==> src/rtl/lfsr_gen.sv <==
// Parametrised Fibonacci LFSR with clock enable, runtime seed load,
// all-zero lockup protection and on-line period measurement.
module lfsr_gen #(
  parameter int unsigned      WIDTH = 10,
  parameter logic [WIDTH-1:0] TAPS  = 10'h240,
  parameter logic [WIDTH-1:0] SEED  = 10'h26E
) (
  input  logic             clk,
  input  logic             rst,
  input  logic             en,
  input  logic             load,
  input  logic [WIDTH-1:0] load_val,
  output logic [WIDTH-1:0] q_out,
  output logic             max_tick,
  output logic [WIDTH-1:0] period_len,
  output logic             period_valid,
  output logic             lockup
);

  logic [WIDTH-1:0] state_q, state_d;
  logic [WIDTH-1:0] ref_q, ref_d;
  logic [WIDTH-1:0] cnt_q, cnt_d;
  logic [WIDTH-1:0] len_q, len_d;
  logic             tick_q, tick_d;
  logic             valid_q, valid_d;
  logic             lock_q, lock_d;
  logic             fb;
  logic [WIDTH-1:0] nxt;

  always_comb begin
    fb  = ^(state_q & TAPS);
    nxt = {state_q[WIDTH-2:0], fb};
  end

  always_comb begin
    state_d = state_q;
    ref_d   = ref_q;
    cnt_d   = cnt_q;
    len_d   = len_q;
    valid_d = valid_q;
    tick_d  = 1'b0;
    lock_d  = 1'b0;
    if (load) begin
      // A zero seed would freeze the register, so fall back to SEED and flag it.
      if (load_val != '0) begin
        state_d = load_val;
        ref_d   = load_val;
      end else begin
        state_d = SEED;
        ref_d   = SEED;
        lock_d  = 1'b1;
      end
      cnt_d = '0;
    end else if (en) begin
      state_d = nxt;
      if (nxt == ref_q) begin
        tick_d  = 1'b1;
        len_d   = cnt_q + WIDTH'(1);
        valid_d = 1'b1;
        cnt_d   = '0;
      end else if (cnt_q != '1) begin
        cnt_d = cnt_q + WIDTH'(1);
      end
    end
  end

  always_ff @(posedge clk) begin
    if (rst) begin
      state_q <= SEED;
      ref_q   <= SEED;
      cnt_q   <= '0;
      len_q   <= '0;
      valid_q <= 1'b0;
      tick_q  <= 1'b0;
      lock_q  <= 1'b0;
    end else begin
      state_q <= state_d;
      ref_q   <= ref_d;
      cnt_q   <= cnt_d;
      len_q   <= len_d;
      valid_q <= valid_d;
      tick_q  <= tick_d;
      lock_q  <= lock_d;
    end
  end

  assign q_out        = state_q;
  assign max_tick     = tick_q;
  assign period_len   = len_q;
  assign period_valid = valid_q;
  assign lockup       = lock_q;

endmodule

==> config.mk <==
export PLATFORM = sky130hd
export DESIGN_NAME = lfsr_gen
export DESIGN_NICKNAME = d
export VERILOG_FILES = /design/src/rtl/lfsr_gen.sv
export SDC_FILE = /design/constraint.sdc
export NUM_CORES = 1
export LEC_CHECK = 0
export ABC_AREA = 1
export CAP_MARGIN = 20
export CELL_PAD_IN_SITES_DETAIL_PLACEMENT = 0
export CELL_PAD_IN_SITES_GLOBAL_PLACEMENT = 1
export CORE_ASPECT_RATIO = 0.6
export CORE_MARGIN = 5
export CORE_UTILIZATION = 33
export CTS_BUF_LIST = sky130_fd_sc_hd__clkbuf_16
export DETAILED_ROUTE_END_ITERATION = 10
export GPL_TIMING_DRIVEN = 0
export PLACE_DENSITY = 0.72
export SYNTH_ARGS = -nofsm -noshare
export SYNTH_HDL_FRONTEND = slang
export SYNTH_SLANG_ARGS = --single-unit
export TNS_END_PERCENT = 20
==> constraint.sdc <==
create_clock -name clk -period 1.39 [get_ports clk]
set_input_delay 0.139 -clock clk [delete_from_list [all_inputs] [get_ports clk]]
set_output_delay 0.139 -clock clk [all_outputs]
set_load 0.03 [all_outputs]
==> flow_metrics.env, run 1 <==
export IMPL_wire_per_inst_um=13.3
export IMPL_start_kind="register"
export IMPL_worstPathRequired_ns=1.57
export IMPL_cts_tree="done"
export IMPL_dieArea_um2=7950
export IMPL_holdCritPathClass="in2reg"
export IMPL_cp_max_fo=7
export IMPL_ios=37
export IMPL_dp_cells=426
export IMPL_synthCells=308
export IMPL_grt_total_usage=0.157
export IMPL_drcViolationCount=0
export IMPL_grt_pass1_vias=1978
export IMPL_area_growth_synth_to_final_pct=42.5
export IMPL_p_leak_nw=1.40
export IMPL_setup_viol=22
export IMPL_viasPerCell=4.59
export IMPL_cts_hold_buf=0
export IMPL_worstMarginPinSlew_ns=0.595
export IMPL_dp_worst_setup_slack_ns=-0.570
export IMPL_nets=375
export IMPL_rows=22
export IMPL_grt_max_degree=14
export IMPL_fin_tns_setup_ns=-2.54
export IMPL_finClkSkew_ns=0.00788
export IMPL_ant_nets=0
export IMPL_diodes=0
export IMPL_die_h_um=71.1
export IMPL_vdd_drop_max_mv=0.550
export IMPL_fmax_ghz=0.645
export IMPL_io_buffers=34
export IMPL_clk_latency_ns=0.29
export IMPL_max_stage_delay_ns=0.36
export IMPL_stdcell_count=445
export IMPL_vias=2041
export IMPL_holdPathStages=4
export IMPL_slew_violations=0
export IMPL_cts_sinks=43
export IMPL_crit_path_frequent_cell="nand2_1"
export IMPL_failed_checks="setup timing"
export IMPL_worstPathCellList="inv_2, nand2_1, nand2_1, nor2_1, nand2_1, nor2_2, nand2_2, buf_8, nand2_8, buf_6, nand3_1, nand3_1, inv_1"
export IMPL_arrival_ns=1.73
export IMPL_critPathKind="reg2reg"
export IMPL_min_period_ns=1.55
export IMPL_numCtsBuffers=5
export IMPL_status="finished, violations left"
export IMPL_clkSlewWorstSetupHoldPaths_ns=0.06
export IMPL_yosysWarnings=0
export IMPL_p_per_area_nw_per_um2=1060
export IMPL_place_gp_congestion=0.827
export IMPL_clockRootBuffer="clkbuf_16"
export IMPL_grt_overflow=0
export IMPL_nFillCells=624
export IMPL_cpMaxStageDelayCell="dfxtp_4"
export IMPL_final_core_util=0.481
export IMPL_first_iter_violations=124
export IMPL_slew_limit_headroom=0.603
export IMPL_h_tree_depth=2
export IMPL_worst_setup_path_end_kind="register"
export IMPL_finalHoldViolCount=0
export IMPL_regArea_um2=900
export IMPL_fin_total_pwr_mw=3.09
export IMPL_post_dp_hpwl_mm=4.33
export IMPL_grt_pass1_wl_mm=9.99
export IMPL_rsz0062_at_grt="true"
export IMPL_wl_mm=5.91
export IMPL_max_cap_viol_count=0
export IMPL_start_util=0.338
export IMPL_syn_area_um2=2050
export IMPL_fin_ws_ns=-0.161
export IMPL_multi_input_area_um2=1080
export IMPL_core_area_um2=6080
export IMPL_r2r_cells=13
export IMPL_min_period_over_period=1.12
export IMPL_synth_seq_cells=43
export IMPL_drive_gt1_frac=0.238
export IMPL_synth_net_count=323
export IMPL_fp_dieW_um=112
export IMPL_drt_pre_antenna_iters=5
export IMPL_antenna_found_initial=0
export IMPL_postSynthAreaPerCell_um2=6.67
export IMPL_yosysUniqueCellTypes=26
export IMPL_clk_path_buf_depth=2
export IMPL_yosysSeqAreaShare=0.419
synth_stat cells, drive strengths merged:
master   number  area share
nand3        14       0.034
o22ai         4       0.012
dfxtp        43        0.42
buf           7       0.026
o31ai         5       0.018
o21a          1      0.0037
o221ai        4       0.017
nand2        83        0.16
o211ai        5       0.018
xor2          2      0.0085
nor2         58        0.11
a31oi         2      0.0061
nor4          1      0.0030
clkbuf        4      0.0073
xnor2         2      0.0085
ha            1      0.0061
a21oi         7       0.017
o2111ai       1      0.0043
inv          48       0.088
o21ai        14       0.034
nand4         2      0.0061
cell type report:
| type | instances | area share |
|---|---|---|
| flip-flops and latches | 43 | 0.308 |
| repair buffers | 45 | 0.137 |
| clock buffers | 5 | 0.0428 |
| plain buffers | 11 | 0.0312 |
| multi-input cells | 206 | 0.370 |
| inverters | 48 | 0.0624 |
| clock inverters | 3 | 0.0133 |
| well taps | 84 | 0.0359 |
final timing paths:
check | start | endpoint | slack [ns]
hold / removal | en | cnt_q[4]$_SDFFE_PP0P_ | 0.20
hold reg to reg | ref_q[2]$_SDFFE_PP1P_ | ref_q[2]$_SDFFE_PP1P_ | 0.47
setup reg to reg | q_out[0]$_SDFFE_PP0P_ | cnt_q[6]$_SDFFE_PP0P_ | -0.16
setup / recovery | q_out[0]$_SDFFE_PP0P_ | cnt_q[6]$_SDFFE_PP0P_ | -0.16
cells by family (layout without fill, tap and decap cells):
| kind of cell | Yosys count | count (layout) | synth area share |
|---|---|---|---|
| adder cells (fa/ha/maj) | 1 | 1 | 0.00609 |
| flip-flops | 43 | 43 | 0.419 |
| XOR/XNOR | 4 | 4 | 0.0171 |
| buffers and inverters | 59 | 112 | 0.121 |
| AO/OA/AOI/OAI | 43 | 43 | 0.131 |
| AND/OR/NAND/NOR | 158 | 158 | 0.306 |
placed cells by master, fill, tap and decap left out, drive strengths merged:
cell and count:
dfxtp 43, nor2 58, clkinv 2, clkdlybuf4s50 10, o22ai 4, dlygate4sd2 24, o221ai 4, ha 1
bufinv 1, o21a 1, a21oi 7, buf 18, nand4 2, o31ai 5, nor4 1, a31oi 2
o21ai 14, clkbuf 9, o2111ai 1, nand2 83, inv 48, xor2 2, o211ai 5, nand3 14
xnor2 2
per-layer routing:
metal  track usage  part of all wire  wire length (µm)  vias to the layer above
li1              -                 -                 -                     1077
met1         0.242              0.54              3200                      909
met3        0.0385             0.073               432                        5
met4        0.0364            0.0051                30                        0
met2         0.214              0.38              2240                       50
met5             0                 0                 0                        -
repair_timing:
| item | in CTS | in global routing |
|---|---|---|
| endpoints found under the setup margin | 58 | 31 |
| setup buffers | 7 | 3 |
| pin swaps | 5 | 8 |
| resized for setup | 53 | 29 |
| gates cloned | 1 | 0 |
worst max-delay path: cells and delay by family, from the launching register on:
kind                   cells  cell delay [ns]
flip-flops                 1             0.36
buffers and inverters      4             0.36
AND/OR/NAND/NOR            9             0.74
power by group:
group	internal (mW)	switching, mW	leakage [nW]	total [mW]
sequential	1.29	0.0502	0.357	1.34
combinational	0.163	0.257	0.959	0.421
clock	0.838	0.489	0.0812	1.33
registers in the layout, indices dropped and copies added, names as in the netlist:
name / count
ref_q: 10
period_len: 10
cnt_q: 10
max_tick: 1
q_out: 10
period_valid: 1
lockup: 1
metrics by stage:
stage	cell area [µm²]	hold WS, ns
detailed placement	2540	0.466
finish	2930	0.204
CTS	2820	0.190
floorplan	2090	0.289
global placement	2540	0.449
global route	2930	0.221
(Power assumes the default switching activity.)
==> run 2, diff against run 1 <==
--- a/config.mk
+++ b/config.mk
@@ -12,9 +12,9 @@
 export CORE_ASPECT_RATIO = 0.6
 export CORE_MARGIN = 5
 export CORE_UTILIZATION = 33
-export CTS_BUF_LIST = sky130_fd_sc_hd__clkbuf_16
 export DETAILED_ROUTE_END_ITERATION = 10
 export GPL_TIMING_DRIVEN = 0
+export HOLD_SLACK_MARGIN = 0.1
 export PLACE_DENSITY = 0.72
 export SYNTH_ARGS = -nofsm -noshare
 export SYNTH_HDL_FRONTEND = slang
==> run 2 against run 1 <==
Highest routed layer unchanged. Sequential cell count did not move. Critical endpoint is now cnt_q[8]$_SDFFE_PP0P_. The run still ends with setup timing left. Combinational power rose by 2%. Register-to-register slack barely moved. Clock skew grew 0.0049 ns. Clock power is 25% lower. Sequential share of layout area is 0.096 points higher. Wire length is 4.2% higher. Power fell by 10%. Non-clock buffer count grew 2. Cell area down 0.73%. First-iteration DRC count down 11%. Via count rose by 2.6%.
==> flow_metrics.env, run 2 (same netlist as run 1, synthesis figures left out) <==
export IMPL_vias=2095
export IMPL_place_gp_congestion=0.827
export IMPL_p_int_mw=1.99
export IMPL_max_cap_viol_count=0
export IMPL_p_per_area_nw_per_um2=953
export IMPL_rows=22
export IMPL_grt_total_usage=0.164
export IMPL_min_period_ns=1.56
export IMPL_ant_nets=0
export IMPL_slew_limit_headroom=0.604
export IMPL_final_cell_mix="70 x nand2_1, 40 x nor2_1, 36 x inv_1"
export IMPL_clk_latency_ns=0.31
export IMPL_cp_max_fo=6
export IMPL_diodes=0
export IMPL_fin_ws_ns=-0.170
export IMPL_clk_path_buf_depth=2
export IMPL_status="finished, violations left"
export IMPL_dp_worst_setup_slack_ns=-0.570
export IMPL_final_common_cell="nand2_1"
export IMPL_rsz0062_at_grt="true"
export IMPL_p_leak_nw=1.39
export IMPL_pwr_share_comb=0.155
export IMPL_drive_gt1_frac=0.256
export IMPL_grt_pass1_vias=2017
export IMPL_setup_viol=21
export IMPL_io_buffers=34
export IMPL_die_h_um=71.1
export IMPL_seqPwrFrac=0.485
export IMPL_core_area_um2=6080
export IMPL_finalHoldViolCount=0
export IMPL_crit_path_frequent_cell="nand2_1"
export IMPL_viasPerCell=4.69
export IMPL_arrival_ns=1.76
export IMPL_power_share_clock=0.360
export IMPL_ios=37
export IMPL_critPathKind="reg2reg"
export IMPL_clockRootBuffer="clkbuf_8"
export IMPL_start_util=0.338
export IMPL_cts_tree="done"
export IMPL_power_switching_mw=0.781
export IMPL_wire_per_inst_um=13.8
export IMPL_fmax_ghz=0.641
export IMPL_nets=377
export IMPL_hold_slack_ns=0.190
export IMPL_worstPathCellList="inv_2, nand2_1, nand2_1, nor2_1, nand2_1, nor2_2, nand2_2, buf_8, nand2_8, buf_6, nand3_2, nand2_2, nor2_2"
export IMPL_slew_violations=0
export IMPL_numCtsBuffers=5
export IMPL_area_growth_synth_to_final_pct=41.4
export IMPL_post_dp_hpwl_mm=4.33
export IMPL_final_core_util=0.477
export IMPL_sw_frac_of_total=0.282
export IMPL_failed_checks="setup timing"
export IMPL_holdCritPathClass="in2reg"
export IMPL_h_tree_depth=2
export IMPL_dieArea_um2=7950
export IMPL_grt_max_degree=14
export IMPL_first_iter_violations=110
export IMPL_antenna_found_initial=0
export IMPL_worst_setup_path_end_kind="register"
export IMPL_min_period_over_period=1.12
export IMPL_wl_mm=6.15
export IMPL_drcViolationCount=0
export IMPL_grt_overflow=0
export IMPL_grt_pass1_wl_mm=10.4
export IMPL_vdd_drop_max_mv=0.499
export IMPL_clkSlewWorstSetupHoldPaths_ns=0.09
export IMPL_fp_dieW_um=112
export IMPL_worstPathRequired_ns=1.59
export IMPL_worstMarginPinSlew_ns=0.593
export IMPL_stdcell_count=447
export IMPL_cts_sinks=43
export IMPL_dp_cells=426
export IMPL_cpMaxStageDelayCell="dfxtp_4"
export IMPL_max_stage_delay_ns=0.36
export IMPL_drt_pre_antenna_iters=4
export IMPL_finClkSkew_ns=0.0128
export IMPL_start_kind="register"
==> run 2: final timing paths <==
kind | slack, ns | start | depth (start not counted) | end
min | 0.19 | en | 4 | cnt_q[3]$_SDFFE_PP0P_
max | -0.17 | q_out[7]$_SDFFE_PP0P_ | 13 | cnt_q[8]$_SDFFE_PP0P_
min reg2reg | 0.47 | ref_q[2]$_SDFFE_PP1P_ | 2 | ref_q[2]$_SDFFE_PP1P_
max reg2reg | -0.17 | q_out[7]$_SDFFE_PP0P_ | 13 | cnt_q[8]$_SDFFE_PP0P_
==> run 2: timing repair <==
item                                    CTS  global route
setup buffers                             8             3
hold buffers                              0             0
gates resized for setup                  73            16
gates cloned                              2             0
endpoints found under the setup margin   58            27
pin swaps                                10            10
endpoints found under the hold margin     0             0
==> run 2: worst max-delay path, delay by kind of cell, from the launching register on <==
| family | cells | cell delay, ns |
|---|---|---|
| buffers and inverters | 3 | 0.32 |
| AND/OR/NAND/NOR | 10 | 0.76 |
| flip-flops | 1 | 0.36 |
==> run 2: power groups by stage <==
stage	combinational [mW]	clock [mW]	sequential, mW
2_1_floorplan	0.207	0	1.41
3_3_place_gp	0.406	0	1.37
3_5_place_dp	0.404	0	1.37
4_1_cts	0.414	1.01	1.34
5_1_grt	0.477	1.07	1.35
6_report	0.429	0.996	1.34
==> run 2: final cells by class <==
type                    count  area, µm²
clock buffers               5       68.8
inverters                  48        183
repair buffers             47        419
plain buffers              11       86.3
multi-input cells         206       1110
flip-flops and latches     43        896
clock inverters             3       38.8
fillers                   626       3180
well taps                  84        105
==> run 2: per-stage QoR <==
stage / TNS, ns / power (mW) / area [µm²]
2_1_floorplan: -0.00667 / 1.62 / 2090
3_3_place_gp: -15.47 / 1.78 / 2540
3_5_place_dp: -15.02 / 1.77 / 2540
4_1_cts: -2.57 / 2.77 / 2840
5_1_grt: -6.12 / 2.90 / 2900
6_report: -2.46 / 2.77 / 2900
==> run 2: per-layer routing <==
layer  GRT usage  routed length [µm]
met1       0.258                3410
met2       0.219                2310
met3      0.0385                 364
met4      0.0405                  64
met5           0                   0
==> run 3, diff against run 2 <==
--- a/config.mk
+++ b/config.mk
@@ -10,7 +10,7 @@
 export CELL_PAD_IN_SITES_DETAIL_PLACEMENT = 0
 export CELL_PAD_IN_SITES_GLOBAL_PLACEMENT = 1
 export CORE_ASPECT_RATIO = 0.6
-export CORE_MARGIN = 5
+export CORE_MARGIN = 3
 export CORE_UTILIZATION = 33
 export DETAILED_ROUTE_END_ITERATION = 10
 export GPL_TIMING_DRIVEN = 0
==> run 3 against run 2 <==
The run still ends with setup timing left. Maximum frequency increased by 0.28%. Sequential share of layout area increased by 0.27 points. Power decreased by 4.0%. Sequential cell count unchanged. Register-to-register slack barely moved. Critical endpoint is now cnt_q[4]$_SDFFE_PP0P_. Largest cell class unchanged.
==> flow_metrics.env, run 3 (same netlist as run 1, synthesis figures left out) <==
export IMPL_h_tree_depth=2
export IMPL_finalHoldViolCount=0
export IMPL_core_area_um2=5780
export IMPL_area_growth_synth_to_final_pct=40.2
export IMPL_crit_path_frequent_cell="nand2_1"
export IMPL_min_period_over_period=1.12
export IMPL_worstMarginPinSlew_ns=0.637
export IMPL_status="finished, violations left"
export IMPL_fin_tns_setup_ns=-2.78
export IMPL_viasPerCell=4.67
export IMPL_r2r_start="q_out[7]$_SDFFE_PP0P_"
export IMPL_vias=2064
export IMPL_rows=21
export IMPL_pwr_share_comb=0.160
export IMPL_dieArea_um2=7240
export IMPL_grt_pass1_vias=1994
export IMPL_fp_dieW_um=108
export IMPL_fmax_ghz=0.643
export IMPL_critPathTopFamily="simple AND/OR/NAND/NOR gates"
export IMPL_fin_ws_ns=-0.166
export IMPL_cpMaxStageDelayCell="dfxtp_4"
export IMPL_place_gp_congestion=0.807
export IMPL_setup_viol=22
export IMPL_sw_frac_of_total=0.281
export IMPL_p_leak_nw=1.39
export IMPL_cts_hold_buf=0
export IMPL_clk_latency_ns=0.29
export IMPL_numCtsBuffers=5
export IMPL_grt_max_degree=13
export IMPL_worst_path_buf_inv=3
export IMPL_nets=376
export IMPL_final_cell_mix="72 x nand2_1, 40 x nor2_1, 37 x inv_1"
export IMPL_drive_gt1_frac=0.243
export IMPL_cts_tree="done"
export IMPL_io_buffers=34
export IMPL_max_cap_viol_count=0
export IMPL_cts_sinks=43
export IMPL_power_switching_mw=0.747
export IMPL_holdCritStartpoint="en"
export IMPL_p_int_mw=1.91
export IMPL_reg2reg_slack_ns=-0.17
export IMPL_drcViolationCount=0
export IMPL_holdCritPathClass="in2reg"
export IMPL_clockRootBuffer="clkbuf_8"
export IMPL_antenna_found_initial=0
export IMPL_wire_per_inst_um=13.8
export IMPL_failed_checks="setup timing"
export IMPL_grt_overflow=0
export IMPL_grt_total_usage=0.188
export IMPL_min_period_ns=1.56
export IMPL_diodes=0
export IMPL_slew_limit_headroom=0.575
export IMPL_nFillCells=616
export IMPL_ant_nets=0
export IMPL_worstPathCellList="inv_2, nand2_1, nand2_1, nor2_1, nand2_1, nor2_1, nand2_2, buf_6, buf_4, nand2_1, nand3_1, nand2_1, nor2_1"
export IMPL_slew_violations=0
export IMPL_first_iter_violations=120
export IMPL_seqPwrFrac=0.505
export IMPL_vdd_drop_max_mv=0.393
export IMPL_finClkSkew_ns=0.00573
export IMPL_dp_worst_setup_slack_ns=-0.597
export IMPL_drt_pre_antenna_iters=4
export IMPL_critPathLaunch="q_out[7]$_SDFFE_PP0P_"
export IMPL_worstPathRequired_ns=1.58
export IMPL_fin_total_pwr_mw=2.66
export IMPL_clkSlewWorstSetupHoldPaths_ns=0.08
export IMPL_p_per_area_nw_per_um2=923
export IMPL_wl_mm=6.10
export IMPL_die_h_um=67.1
export IMPL_final_common_cell="nand2_1"
export IMPL_worst_setup_path_end_kind="register"
export IMPL_power_share_clock=0.335
export IMPL_cp_max_fo=6
export IMPL_ios=37
export IMPL_arrival_ns=1.74
export IMPL_post_dp_hpwl_mm=4.36
export IMPL_start_util=0.355
export IMPL_critPathKind="reg2reg"
export IMPL_rsz0062_at_grt="true"
export IMPL_grt_pass1_wl_mm=10.4
export IMPL_clk_path_buf_depth=2
export IMPL_start_kind="register"
export IMPL_max_stage_delay_ns=0.38
## run 3: cell types whose count changed in the layout (fill, tap and decap cells not counted), sizes merged
| cell | previous run | this run |
|---|---|---|
| dlymetal6s2s | 0 | 1 |
| clkbuf | 9 | 12 |
| dlygate4sd2 | 24 | 23 |
| bufinv | 1 | 0 |
| clkinv | 2 | 0 |
| buf | 20 | 19 |
## run 3: power by group through the flow
| stage | Combinational (mW) | Clock, mW | Sequential [mW] |
|---|---|---|---|
| global placement | 0.407 | 0 | 1.37 |
| global route | 0.476 | 0.963 | 1.35 |
| finish | 0.425 | 0.890 | 1.34 |
| detailed placement | 0.406 | 0 | 1.37 |
| floorplan | 0.207 | 0 | 1.41 |
| CTS | 0.414 | 0.915 | 1.34 |
## run 3: routing by layer
metal  track usage  share of wire  wire [µm]
met1         0.301           0.56       3410
met4        0.0331         0.0057         35
met5             0              0          0
met2         0.252           0.37       2230
met3        0.0416          0.070        427
## run 3: final timing paths
kind	endpoint	depth (start not counted)
max	cnt_q[4]$_SDFFE_PP0P_	13
min	cnt_q[2]$_SDFFE_PP0P_	4
max reg2reg	cnt_q[4]$_SDFFE_PP0P_	13
min reg2reg	period_valid$_SDFFE_PP0P_	1
## run 3: final cells by class
type | count | area (µm²) | area share
multi-input combinational | 206 | 1100 | 0.383
tap | 80 | 100 | 0.0348
sequential | 43 | 896 | 0.311
buffer | 11 | 81.3 | 0.0282
clock buffer | 8 | 100 | 0.0348
timing repair buffer | 46 | 415 | 0.144
inverter | 48 | 183 | 0.0635
## run 3: metrics by stage
step / std cells / cell area [µm²] / hold slack, ns / utilization
after detailed placement: 422 / 2530 / 0.452 / 0.439
after global routing: 442 / 2880 / 0.222 / 0.498
after global placement: 422 / 2530 / 0.461 / 0.439
final: 442 / 2880 / 0.200 / 0.498
after CTS: 441 / 2800 / 0.186 / 0.484
after floorplan: 308 / 2090 / 0.289 / -
## run 3: timing repair
| action | CTS | global route |
|---|---|---|
| cloned | 2 | 0 |
| buffers inserted | 9 | 1 |
| setup endpoints to repair | 57 | 26 |
| pin swaps | 9 | 7 |
| resized for setup | 59 | 25 |
| endpoints found under the hold margin | 0 | 0 |
## run 3: worst min-delay path: stages
cell and delay, ns:
buf_4 0.14, nand3_1 0.08, nand2_1 0.06, nor2_1 0.04
